File: config.mk
export PLATFORM = sky130hd
export DESIGN_NAME = board_status_display
export DESIGN_NICKNAME = d
export VERILOG_FILES = /design/src/rtl/board_display_pkg.sv /design/src/rtl/seg7_hex_decoder.sv /design/src/rtl/board_status_display.sv
export SDC_FILE = /design/constraint.sdc
export NUM_CORES = 1
export LEC_CHECK = 0
export CAP_MARGIN = 25
export CELL_PAD_IN_SITES_DETAIL_PLACEMENT = 1
export CELL_PAD_IN_SITES_GLOBAL_PLACEMENT = 1
export CORE_ASPECT_RATIO = 1.4
export CORE_MARGIN = 2
export CORE_UTILIZATION = 35
export CTS_CLUSTER_DIAMETER = 100
export DETAILED_ROUTE_END_ITERATION = 16
export GPL_TIMING_DRIVEN = 0
export PLACE_DENSITY = 0.73
export SLEW_MARGIN = 10
export SYNTH_ARGS = -nofsm -noshare
export SYNTH_HDL_FRONTEND = slang
export SYNTH_SLANG_ARGS = --single-unit
File: constraint.sdc
create_clock -name HCLK -period 1.8 [get_ports HCLK]
set_input_delay 0.54 -clock HCLK [delete_from_list [all_inputs] [get_ports HCLK]]
set_output_delay 0.54 -clock HCLK [all_outputs]
set_load 0.01 [all_outputs]
File: src/rtl/board_display_pkg.sv
// Shared constants for the board status / seven-segment display controller.
// Segment patterns are 7-bit active-low, bit 6 = g ... bit 0 = a.
// Contents: SEG_0..SEG_F, SEG_L, SEG_E, SEG_o, SEG_OFF, SEG_ALL,
//           display mode encodings, controller FSM state enum.
package board_display_pkg;

    localparam logic [6:0] SEG_0   = 7'h40;
    localparam logic [6:0] SEG_1   = 7'h79;
    localparam logic [6:0] SEG_2   = 7'h24;
    localparam logic [6:0] SEG_3   = 7'h30;
    localparam logic [6:0] SEG_4   = 7'h19;
    localparam logic [6:0] SEG_5   = 7'h12;
    localparam logic [6:0] SEG_6   = 7'h02;
    localparam logic [6:0] SEG_7   = 7'h78;
    localparam logic [6:0] SEG_8   = 7'h00;
    localparam logic [6:0] SEG_9   = 7'h10;
    localparam logic [6:0] SEG_A   = 7'h08;
    localparam logic [6:0] SEG_B   = 7'h03;
    localparam logic [6:0] SEG_C   = 7'h46;
    localparam logic [6:0] SEG_D   = 7'h21;
    localparam logic [6:0] SEG_E   = 7'h06;
    localparam logic [6:0] SEG_F   = 7'h0E;
    localparam logic [6:0] SEG_L   = 7'h47;
    localparam logic [6:0] SEG_o   = 7'h23;
    localparam logic [6:0] SEG_OFF = 7'h7F;
    localparam logic [6:0] SEG_ALL = 7'h00;

    localparam logic [1:0] MODE_HEX     = 2'd0;
    localparam logic [1:0] MODE_HEX_LZB = 2'd1;
    localparam logic [1:0] MODE_BLANK   = 2'd2;
    localparam logic [1:0] MODE_LAMP    = 2'd3;

    typedef enum logic {
        ST_LAMP = 1'b0,
        ST_RUN  = 1'b1
    } disp_state_e;

endpackage

File: src/rtl/seg7_hex_decoder.sv
// Combinational hex nibble to seven-segment decoder.
// Ports: nibble [3:0] in  - value 0..F
//        seg    [6:0] out - active-low segments, bit 6 = g
module seg7_hex_decoder
    import board_display_pkg::*;
(
    input  logic [3:0] nibble,
    output logic [6:0] seg
);

    always_comb begin
        seg = SEG_OFF;
        case (nibble)
            4'h0: seg = SEG_0;
            4'h1: seg = SEG_1;
            4'h2: seg = SEG_2;
            4'h3: seg = SEG_3;
            4'h4: seg = SEG_4;
            4'h5: seg = SEG_5;
            4'h6: seg = SEG_6;
            4'h7: seg = SEG_7;
            4'h8: seg = SEG_8;
            4'h9: seg = SEG_9;
            4'hA: seg = SEG_A;
            4'hB: seg = SEG_B;
            4'hC: seg = SEG_C;
            4'hD: seg = SEG_D;
            4'hE: seg = SEG_E;
            4'hF: seg = SEG_F;
            default: seg = SEG_OFF;
        endcase
    end

endmodule

File: src/rtl/board_status_display.sv
// Board status and seven-segment display controller.
// After reset a lamp test lights every segment for LAMP_CYCLES cycles, then
// the value digits show a periodically sampled 32-bit value and the status
// digit shows the highest-priority condition (lamp, lockup, error, heartbeat).
// Ports:
//   HCLK, HRESETn         clock, async active-low reset
//   value[31:0]           value to display
//   value_valid           0 flags an error and blocks sampling
//   lockup                processor lockup (latched until reset)
//   mode[1:0]             0 hex, 1 hex + leading-zero blank, 2 blank, 3 lamp
//   hex_out[7*ND-1:0]     active-low digits, digit i at [7i+6:7i]
//   status_seg[6:0]       active-low status digit
//   heartbeat             heartbeat pulse train
module board_status_display
    import board_display_pkg::*;
#(
    parameter int NUM_DIGITS  = 5,
    parameter int HB_MSB      = 25,
    parameter int SAMPLE_LOG2 = 20,
    parameter int LAMP_CYCLES = 25000000
) (
    input  logic                    HCLK,
    input  logic                    HRESETn,
    input  logic [31:0]             value,
    input  logic                    value_valid,
    input  logic                    lockup,
    input  logic [1:0]              mode,
    output logic [7*NUM_DIGITS-1:0] hex_out,
    output logic [6:0]              status_seg,
    output logic                    heartbeat
);

    localparam int LAMP_W = (LAMP_CYCLES > 1) ? $clog2(LAMP_CYCLES) : 1;

    disp_state_e            state, state_nxt;
    logic [LAMP_W-1:0]      lamp_cnt;
    logic                   lamp_done;
    logic [HB_MSB:0]        hb_cnt;
    logic [SAMPLE_LOG2-1:0] samp_cnt;
    logic [31:0]            disp_reg;
    logic                   lockup_seen;

    logic [NUM_DIGITS-1:0][6:0] dec_seg;
    logic [NUM_DIGITS-1:0][6:0] hex_nxt;
    logic [NUM_DIGITS:0]        upper_nz;
    logic [6:0]                 status_nxt;

    // Digits above NUM_DIGITS are captured but never shown.
    logic unused_disp;
    assign unused_disp = ^disp_reg;

    // ---------------- FSM ----------------
    assign lamp_done = (lamp_cnt == LAMP_W'(LAMP_CYCLES - 1));

    always_ff @(posedge HCLK or negedge HRESETn) begin
        if (!HRESETn) state <= ST_LAMP;
        else          state <= state_nxt;
    end

    always_comb begin
        state_nxt = state;
        case (state)
            ST_LAMP: if (lamp_done) state_nxt = ST_RUN;
            ST_RUN:  state_nxt = ST_RUN;
            default: state_nxt = ST_LAMP;
        endcase
    end

    // ---------------- counters and captured state ----------------
    always_ff @(posedge HCLK or negedge HRESETn) begin
        if (!HRESETn) begin
            lamp_cnt    <= '0;
            hb_cnt      <= '0;
            samp_cnt    <= '0;
            disp_reg    <= '0;
            lockup_seen <= 1'b0;
            heartbeat   <= 1'b0;
        end else begin
            if (state == ST_LAMP && !lamp_done)
                lamp_cnt <= lamp_cnt + 1'b1;
            hb_cnt    <= hb_cnt + 1'b1;
            heartbeat <= hb_cnt[HB_MSB] & hb_cnt[HB_MSB-2];
            samp_cnt  <= samp_cnt + 1'b1;
            // Capture on the wrap only; an invalid value keeps the old display.
            if (&samp_cnt && value_valid)
                disp_reg <= value;
            if (lockup)
                lockup_seen <= 1'b1;
        end
    end

    // ---------------- digit decode ----------------
    // upper_nz[i] = some nibble at index >= i is non-zero (leading-zero blanking)
    assign upper_nz[NUM_DIGITS] = 1'b0;

    for (genvar g = 0; g < NUM_DIGITS; g++) begin : g_digit
        seg7_hex_decoder u_dec (
            .nibble (disp_reg[4*g +: 4]),
            .seg    (dec_seg[g])
        );
        assign upper_nz[g] = upper_nz[g+1] | (|disp_reg[4*g +: 4]);
    end

    always_comb begin
        hex_nxt = dec_seg;
        if (state == ST_LAMP) begin
            hex_nxt = '0;
        end else begin
            case (mode)
                MODE_HEX:     hex_nxt = dec_seg;
                MODE_HEX_LZB: begin
                    // digit 0 never blanks so a zero value still reads "0"
                    for (int i = 1; i < NUM_DIGITS; i++)
                        if (!upper_nz[i]) hex_nxt[i] = SEG_OFF;
                end
                MODE_BLANK:   hex_nxt = '1;
                MODE_LAMP:    hex_nxt = '0;
                default:      hex_nxt = dec_seg;
            endcase
        end
    end

    // ---------------- status digit ----------------
    // Live lockup is ORed in so L shows on the edge that first sees it.
    always_comb begin
        status_nxt = SEG_OFF;
        if (state == ST_LAMP || mode == MODE_LAMP) status_nxt = SEG_ALL;
        else if (lockup_seen || lockup)            status_nxt = SEG_L;
        else if (!value_valid)                     status_nxt = SEG_E;
        else if (heartbeat)                        status_nxt = SEG_o;
        else                                       status_nxt = SEG_OFF;
    end

    always_ff @(posedge HCLK or negedge HRESETn) begin
        if (!HRESETn) begin
            hex_out    <= '1;
            status_seg <= SEG_OFF;
        end else begin
            hex_out    <= hex_nxt;
            status_seg <= status_nxt;
        end
    end

endmodule
Word-level counts from Yosys, hierarchy flattened:

Memories as Yosys holds them, arrays and structs flattened.
Index checks and enable logic that the tools add are counted.
Widths: inputs -> output; s select.

* register bits: 136
* ROM bits: 560
* input bits: 38
* output and inout port bits: 43
* word-level logic and storage cells: 50
* memories: 5

Memories
* (name not given): words 16, bits a word 7, rd ports 1, clocked after memory_dff 0, wr ports 0, line seg7_hex_decoder.sv:13 `case (nibble)`
* (name not given): words 16, bits a word 7, rd ports 1, clocked after memory_dff 0, wr ports 0, line seg7_hex_decoder.sv:13
* (name not given): words 16, bits a word 7, rd ports 1, clocked after memory_dff 0, wr ports 0, line seg7_hex_decoder.sv:13
* (name not given): words 16, bits a word 7, rd ports 1, clocked after memory_dff 0, wr ports 0, line seg7_hex_decoder.sv:13
* (name not given): words 16, bits a word 7, rd ports 1, clocked after memory_dff 0, wr ports 0, line seg7_hex_decoder.sv:13

* add/sub/neg operators: 3
* equal/unequal tests: 4
* multiplexer cells: 13
* bitwise operators: 5
* reduce and logical (&&, ||, !) cells: 11

Operators with widths (count)
* $pmux 28 s4: 1
* $mux 7: 8
* $mux 35: 1
* $add 26x1->26 const B: 1
* $add 25x1->25 const B: 1
* $eq 25x25->1 const B: 1
* $add 20x1->20 const B: 1
* $reduce_and 20->1: 1
* $reduce_or 4->1: 4
* $pmux 7 s2: 1
* $eq 2x2->1 const B: 2
* $or 1x1->1: 3
* $eq 2x1->1 const B: 1
* $logic_and 1x1->1: 2
* $logic_not 2->1: 1
* $logic_or 1x1->1: 2
* $pmux 1 s2: 1
* $and 1x1->1: 1
* $logic_not 1->1: 1
* $mux 1: 1
* $not 1->1: 1

Longest topological paths before layout:

Gate-level depths: netlist of the first run.

* depth after elaboration: 7
* mapped depth: 6
* mapped depth without buffers: 6

Modules after synthesis:

A second synthesis of the first run with hierarchy kept.

* cells, all modules: 604
* area total of the unflattened synthesis: 6745.2 sq um

By module, submodules not included
* board_status_display: instances 1, cells an instance 444, area an instance 5368.9 sq um, sequential area each 3429.5 sq um
* seg7_hex_decoder: instances 5, cells an instance 32, area an instance 275.3 sq um, sequential area each 0.0 sq um

Worst setup path before layout of the first run:

No wires, ideal clock.

* path type: reg-to-reg
* start: register disp_reg[16]
* end: register hex_out[10]
* setup time: 0.099 ns
* arrival time: 1.668 ns
* required time: 1.701 ns
* setup slack: 0.033 ns
* stages on the path, launching flop included: 7
* buffers on the path: 0
* period minus slack after synthesis: 1.767 ns
* cells stage by stage: dfrtp_1 > inv_1 > ha_1 > and4bb_2 > and3_1 > a31oi_1 > a21oi_1

RTL lines
* start, declared: line board_status_display.sv:40 `logic [31:0] disp_reg;`
* start signal, assigned: line board_status_display.sv:86 `disp_reg <= value;`
* end signal, assigned: line board_status_display.sv:139 `hex_out <= hex_nxt;`
* end, declared: line board_status_display.sv:28 `output logic [7*NUM_DIGITS-1:0] hex_out,`

Worst setup path in the final report of the first run:

* start: register samp_cnt[5]
* end: register disp_reg[16]

* cells in the longest elaborated chain, start to end: 2

Ends and longest elaborated chain
* start, declared: line board_status_display.sv:39 `logic [SAMPLE_LOG2-1:0] samp_cnt;`
* start signal, assigned: line board_status_display.sv:83 `samp_cnt <= samp_cnt + 1'b1;`
* $reduce_and 20->1: line board_status_display.sv:85 `if (&samp_cnt && value_valid)`
* $logic_and 1x1->1: line board_status_display.sv:85

Every way passes these cells.
A chain may end at the register's enable or synchronous reset.

==> results of run 1 <==
placed cells by master, fill, tap and decap left out, drive strengths merged, types with 3 or more instances in the layout:
master	count
dfrtp	94
buf	43
a21oi	42
dfstp	41
clkbuf	41
dlygate4sd2	40
ha	40
nor2	39
xnor2	38
nand2	36
inv	36
nand3	33
o21ai	30
mux2	25
clkdlybuf4s50	24
xor2	23
nor3	18
nand4	13
and3	11
a31oi	10
nor4	9
and4	8
mux2i	5
nor2b	5
a32oi	4
nand2b	4
a22oi	4
a211oi	4
clkinv	4
and2	3
clkinvlp	3
bufinv	3
metrics by stage:
stage | TNS, ns | setup WS, ns | power, mW | utilization | hold slack, ns
after floorplan | 0 | 0.0331 | 3.11 | - | 0.244
after global placement | -604.57 | -4.82 | 3.24 | 0.407 | 0.433
after detailed placement | -24.01 | -0.819 | 3.25 | 0.409 | 0.444
after CTS | -0.693 | -0.0744 | 6.86 | 0.456 | 0.134
after global routing | -2.45 | -0.130 | 7.00 | 0.467 | 0.163
final | -1.07 | -0.0736 | 6.80 | 0.467 | 0.123
kinds of logic (layout without fill, tap and decap cells):
| family | count (synthesis) | count (layout) | synth area share |
|---|---|---|---|
| compound gates | 101 | 101 | 0.0854 |
| xor+xnor | 61 | 61 | 0.0789 |
| fa+ha+maj | 40 | 40 | 0.0739 |
| buf+inv | 59 | 196 | 0.0357 |
| flops | 135 | 135 | 0.506 |
| mux | 32 | 32 | 0.0667 |
| simple gates | 190 | 190 | 0.153 |
final cells by class:
| cell class | count | share of cell area |
|---|---|---|
| Sequential cell | 135 | 0.386 |
| Multi-Input combinational cell | 424 | 0.369 |
| Timing Repair Buffer | 105 | 0.112 |
| Clock buffer | 21 | 0.0517 |
| Tap cell | 248 | 0.0348 |
| Clock inverter | 11 | 0.0167 |
| Buffer | 24 | 0.0153 |
| Inverter | 35 | 0.0147 |
worst reg2reg max path, stage by stage, from the launching register on:
cell and delay (ns):
dfrtp_2 0.42, nand4_4 0.14, nor4_4 0.40, nand4_4 0.18
buf_12 0.18, buf_12 0.14, mux2_4 0.30
power breakdown:
| group | internal [mW] | total (mW) | switching (mW) |
|---|---|---|---|
| Combinational | 0.0698 | 0.172 | 0.102 |
| Clock | 2.25 | 3.58 | 1.33 |
| Sequential | 3.04 | 3.04 | 0.0000000000000000189 |
| Total | 5.36 | 6.80 | 1.43 |
what timing repair did:
| item | in CTS | in global routing |
|---|---|---|
| gates cloned | 2 | 0 |
| pin swaps | 7 | 9 |
| setup endpoints to repair | 104 | 65 |
| hold endpoints to repair | 0 | 0 |
| hold buffers | 0 | 0 |
| gates resized for setup | 84 | 23 |
| buffers inserted | 16 | 18 |
worst paths after layout:
path	start	end	slack (ns)	cells after the start
setup / recovery	samp_cnt[5]	disp_reg[16]	-0.07	6
hold / removal	HRESETn	disp_reg[11]	0.12	1
setup reg to reg	samp_cnt[5]	disp_reg[16]	-0.07	6
hold reg to reg	hb_cnt[0]	hb_cnt[0]	0.45	1
max in group asynchronous	HRESETn	hex_out[4]	0.89	2
min in group HCLK	hb_cnt[0]	hb_cnt[0]	0.45	1
per-layer routing:
layer | global-route usage | up-vias
met5 | 0 | -
met4 | 0.0650 | 0
met3 | 0.0384 | 27
met2 | 0.334 | 88
met1 | 0.202 | 2608
li1 | - | 2394
==> summary.txt, run 1 <==
Global routing
  • GRT Overall Usage: 0.181
  • Initial antenna violation count: 0
  • First-pass GRT wire length: ~29000 um
  • Largest net degree at the start of global routing: around 70
  • Vias in the first global route: 5679
  • Congestion Overflow GR: 0

Floorplanning
  • Number of I/O pins: 81
  • Initial core utilization: 0.355
  • Chip width: about 120 um
  • Die area: 20500 um2
  • Chip Height: 169 um
  • Core area: 19100 um2
  • Row count: 60

Synthesis
  • Synth Flop Type: dfrtp_1
  • Synthesized flop and latch total: around 140
  • Post-Syn Instances: 618
  • Area leader, netlist: dfrtp_1
  • Seq/Total Area, Yosys: 0.506
  • Most numerous cell in the Yosys netlist: dfrtp_1
  • Ys async rst share: 1.00
  • Distinct cells, synth: 50
  • Yosys warning total: 0
  • Post-synth EDFFs: 0
  • Syn_area_per_cell: 11.0 um2
  • Syn Nets: 696
  • Yosys top cell area share: 0.347
  • Post-synthesis cell area: 6770 um2
  • Most frequent cells after synthesis: 94 x dfrtp_1, 42 x a21oi_1, 41 x dfstp_2
  • Synth top area cells: dfrtp_1 35%, dfstp_2 16%, ha_1 7.4%

Final layout
  • Biggest regs: hex_out x35, hb_cnt x26, lamp_cnt x25
  • Antenna cell count: 0
  • Layout cells sized above 1: 0.250
  • Seq. cell area: ~3400 um2
  • Post-layout instance count excluding filler cells: about 1000
  • Fin nets: 820
  • Layout Area Growth over Synthesis: 31.5%
  • Max reg flops: 35
  • Footprint of the multi-input gates: 3290 um2
  • Filler cells: 2070
  • Design Area, Final: 8910 um2
  • Biggest register: hex_out

STA
  • Clock Skews: 0.00951 ns
  • RSZ-0062 raised after global routing: true
  • Min Tclk post-route: 1.87 ns
  • Max-slew violations: 0
  • Rel. slew slack: 0.576
  • Max Fclk: 534 MHz
  • Final period utilization: 1.04
  • Final worst-path setup slack: -0.0736 ns
  • Slew at the pin closest to its max-slew limit: around 0.64 ns
  • # setup viols final: 20
  • Final Hold Fails: 0

Power
  • PwrDens: around 760 nW/um2
  • Pleak: 4.15 nW
  • VDD IR max: 0.603 mV

Hold path
  • Worst hold path class: input port to asynchronous set/reset pin

Worst setup path
  • Critical-path maximum fanout: 5
  • CP top delay family: simple AND/OR/NAND/NOR gates
  • Setup CP Type: flop to flop
  • Crit path buffers/inverters: 2
  • Req. time, crit path: 2.10 ns
  • Crit path largest cell delay: 0.42 ns
  • Crit start category: flop
  • Crit-path cells: nand4_4, nor4_4, nand4_4, buf_12, buf_12, mux2_4
  • Slowest-stage cell, CP: dfrtp_2
  • Arrival @ worst endpoint: 2.18 ns
  • Crit end category: flop

Clock network
  • Num CTS Buffers: 17
  • Clk slew on worst S/H paths: 0.06 ns
  • H-tree depth: 4
  • Insertion delay to the later sink of the worst-skew pair: roughly 0.43 ns
  • Clk sink count: 135
  • CTS tree: yes
  • Max clock buf depth: 2
  • Root Buffer: clkbuf_16

Drt
  • Vias per cell: 5.10
  • DRT met1 WL: ~7000 um
  • Highest metal used: met4
  • WL met2: between 10000 and 15000 um
  • Met3 WL post-DR: 532 um
  • TritonRoute pass-1 iters: 4
  • Initial drt markers: approximately 280
  • DR vias: 5117
  • Final ANT Viol Nets: 0
  • Final wirelength: around 18000 um
  • Wire length per cell: 17.8 um
  • DR DRC count: 0

Run
  • Max Cap Viol: 0

Placement
  • DP HPWL: 11800 um
  • Gpl congestion: 0.853
  • Number of port buffers: 68
  • Placed cell area: roughly 8000 um2
  • Dpl cells: between 900 and 1000

Run status
  • Violated checks: negative setup slack
  • Status: finished with violations
Note: power is estimated with default switching activity, not from simulation.
==> run 2: changes to the inputs <==
- ABC_CLOCK_PERIOD_IN_PS: default -> 1800
- SKIP_LAST_GASP: default -> 1
==> run 2 against run 1 <==
  * The flow still finishes with violations (negative setup slack)
  * Worst setup slack got worse by 0.090 ns
  * Core utilization fell by 0.47 points
  * Non-clock buffer count is 7 lower
  * Total power hardly changed
  * Global-route usage down 0.056 points
  * Combinational power about the same
  * Maximum frequency fell by 4.6%
  * Sequential power about the same
  * Critical path depth is the same
  * Cell count decreased by 0.70%
  * Die area unchanged
  * Critical path type unchanged
==> summary.txt, run 2 (synthesis results as in run 1) <==
Floorplanning
  • Core area: 19100 um2 (unchanged)
  • Die area: 20500 um2 (unchanged)
  • Row count: 60 (unchanged)
  • Chip width: 122 um (unchanged)
  • Number of I/O pins: 81 (unchanged)
  • Initial core utilization: 0.355 (unchanged)
  • Chip Height: 169 um (unchanged)

Run status
  • Violated checks: negative setup slack
  • Status: finished with violations

Power
  • Total power: 6.80 mW (about the same)
  • VDD IR max: 0.550 mV (-8.8%)
  • Clock power share: 0.528 (about the same)
  • Gate power share: 0.025 (about the same)
  • PwrDens: 771 nW/um2 (+1.0%)
  • Sequential share of power: 0.447 (about the same)
  • Switching part of the total: 0.211 (about the same)
  • P_int: 5.36 mW (about the same)
  • Pleak: 4.12 nW (-0.75%)
  • Net Switching: 1.43 mW (about the same)

Final layout
  • Most frequent cells in the layout: 87 x dfrtp_1, 42 x a21oi_1, 41 x dfstp_2, 40 x dlygate4sd2_1
  • Biggest register: hex_out
  • Fin util: 0.462 (-0.00466)
  • Design Area, Final: 8820 um2 (-1.0%)
  • Layout cells sized above 1: 0.235 (-0.0150)
  • Post-layout instance count excluding filler cells: 996 (-0.70%)
  • Max reg flops: 35 (unchanged)
  • Fin nets: 813 (-0.85%)
  • Antenna cell count: 0 (unchanged)
  • Layout Area Growth over Synthesis: 30.2%
  • Biggest regs: hex_out x35, hb_cnt x26, lamp_cnt x25
  • Commonest non-fill, non-tap cell in the layout: dfrtp_1

STA
  • Final worst-path setup slack: -0.164 ns (-0.0902 ns)
  • Rel. slew slack: 0.574 (-0.00212)
  • Max-slew violations: 0 (unchanged)
  • RSZ-0062 raised after global routing: true
  • Setup_tns: -3.09 ns (-2.02 ns)
  • Hold slack: 0.130 ns (+0.00681 ns)
  • # setup viols final: 20 (unchanged)
  • Min Tclk post-route: 1.96 ns (+0.0902 ns)
  • Final Hold Fails: 0 (unchanged)
  • Final period utilization: 1.09 (+0.0501)
  • Clock Skews: 0.0113 ns (+0.00179 ns)
  • Max Fclk: 509 MHz (-4.6%)
  • Slew at the pin closest to its max-slew limit: 0.639 ns (+0.00318 ns)

Global routing
  • First-pass GRT wire length: 28900 um (-0.31%)
  • Largest net degree at the start of global routing: 71 (unchanged)
  • GRT Overall Usage: 0.180 (-0.000556)
  • Congestion Overflow GR: 0 (unchanged)
  • Vias in the first global route: 5666 (-0.23%)
  • Initial antenna violation count: 0 (unchanged)

Clock network
  • H-tree depth: 4 (unchanged)
  • Clk sink count: 135 (unchanged)
  • Max clock buf depth: 2 (unchanged)
  • Insertion delay to the later sink of the worst-skew pair: 0.43 ns (about the same)
  • Clk slew on worst S/H paths: 0.06 ns (about the same)
  • Root Buffer: clkbuf_16
  • Hold-fix buffers at CTS: 0 (unchanged)
  • CTS tree: yes
  • Num CTS Buffers: 17 (unchanged)

Run
  • Max Cap Viol: 0 (unchanged)

Worst setup path
  • Critical-path maximum fanout: 5 (unchanged)
  • Req. time, crit path: 2.10 ns (about the same)
  • Crit end category: flop
  • Arrival @ worst endpoint: 2.27 ns (+0.09 ns)
  • Setup CP Type: flop to flop
  • Crit start category: flop

Placement
  • Dpl ws: -0.819 ns (unchanged)
  • Placed cell area: 7790 um2 (unchanged)
  • Gpl congestion: 0.853 (unchanged)
  • DP HPWL: 11800 um (unchanged)
  • Dpl cells: 935 (unchanged)
  • Number of port buffers: 68 (unchanged)

Drt
  • Final wirelength: 17800 um (-0.58%)
  • Final ANT Viol Nets: 0 (unchanged)
  • DR vias: 5090 (-0.53%)
  • Initial drt markers: 288 (+4.0%)
  • Vias per cell: 5.11 (+0.17%)
  • DR DRC count: 0 (unchanged)
  • Wire length per cell: 17.9 um (+0.12%)
  • TritonRoute pass-1 iters: 5 (+1)

Hold path
  • Worst hold path class: input port to asynchronous set/reset pin
## run 2: timing repair
item / 4_1_cts / 5_1_grt
buffers inserted: 16 / 11
endpoints found under the setup margin: 104 / 66
gates resized for setup: 81 / 21
cloned: 2 / 0
pin swaps: 7 / 8
## run 2: worst max-delay path: stages, from the launching register on
cell and delay, ns:
dfrtp_1 0.39, nand4_1 0.26, nor4_4 0.41, nand4_4 0.18, buf_12 0.17, buf_12 0.13
mux2_4 0.29
## run 2: cell type report
class | instances | area, um2
Fill cell | 2077 | 10200
Clock buffer | 21 | 460
Buffer | 24 | 138
Inverter | 35 | 131
Tap cell | 248 | 310
Multi-Input combinational cell | 424 | 3250
Timing Repair Buffer | 98 | 941
Sequential cell | 135 | 3440
Clock inverter | 11 | 149
## run 2: worst paths after layout
check	start	endpoint	slack, ns	depth (start not counted)
hold reg to reg	hb_cnt[0]	hb_cnt[0]	0.45	1
setup reg to reg	samp_cnt[11]	disp_reg[15]	-0.16	6
hold / removal	HRESETn	disp_reg[11]	0.13	1
min in group HCLK	hb_cnt[0]	hb_cnt[0]	0.45	1
max in group asynchronous	HRESETn	hex_out[4]	0.89	2
setup / recovery	samp_cnt[11]	disp_reg[15]	-0.16	6
## run 2: metal layers
metal	track usage	routed length, um	part of all wire	up-vias
li1	-	-	-	2387
met1	0.200	6960	0.39	2591
met2	0.332	9940	0.56	92
met3	0.0401	558	0.031	20
met4	0.0660	329	0.018	0
met5	0	0	0	-
## run 2: power by group through the flow
stage / Clock, mW / Combinational, mW / Sequential (mW)
after floorplan: 0 / 0.0225 / 3.09
after global placement: 0 / 0.151 / 3.09
after detailed placement: 0 / 0.163 / 3.09
after CTS: 3.64 / 0.171 / 3.04
after global routing: 3.77 / 0.188 / 3.04
final: 3.58 / 0.170 / 3.04
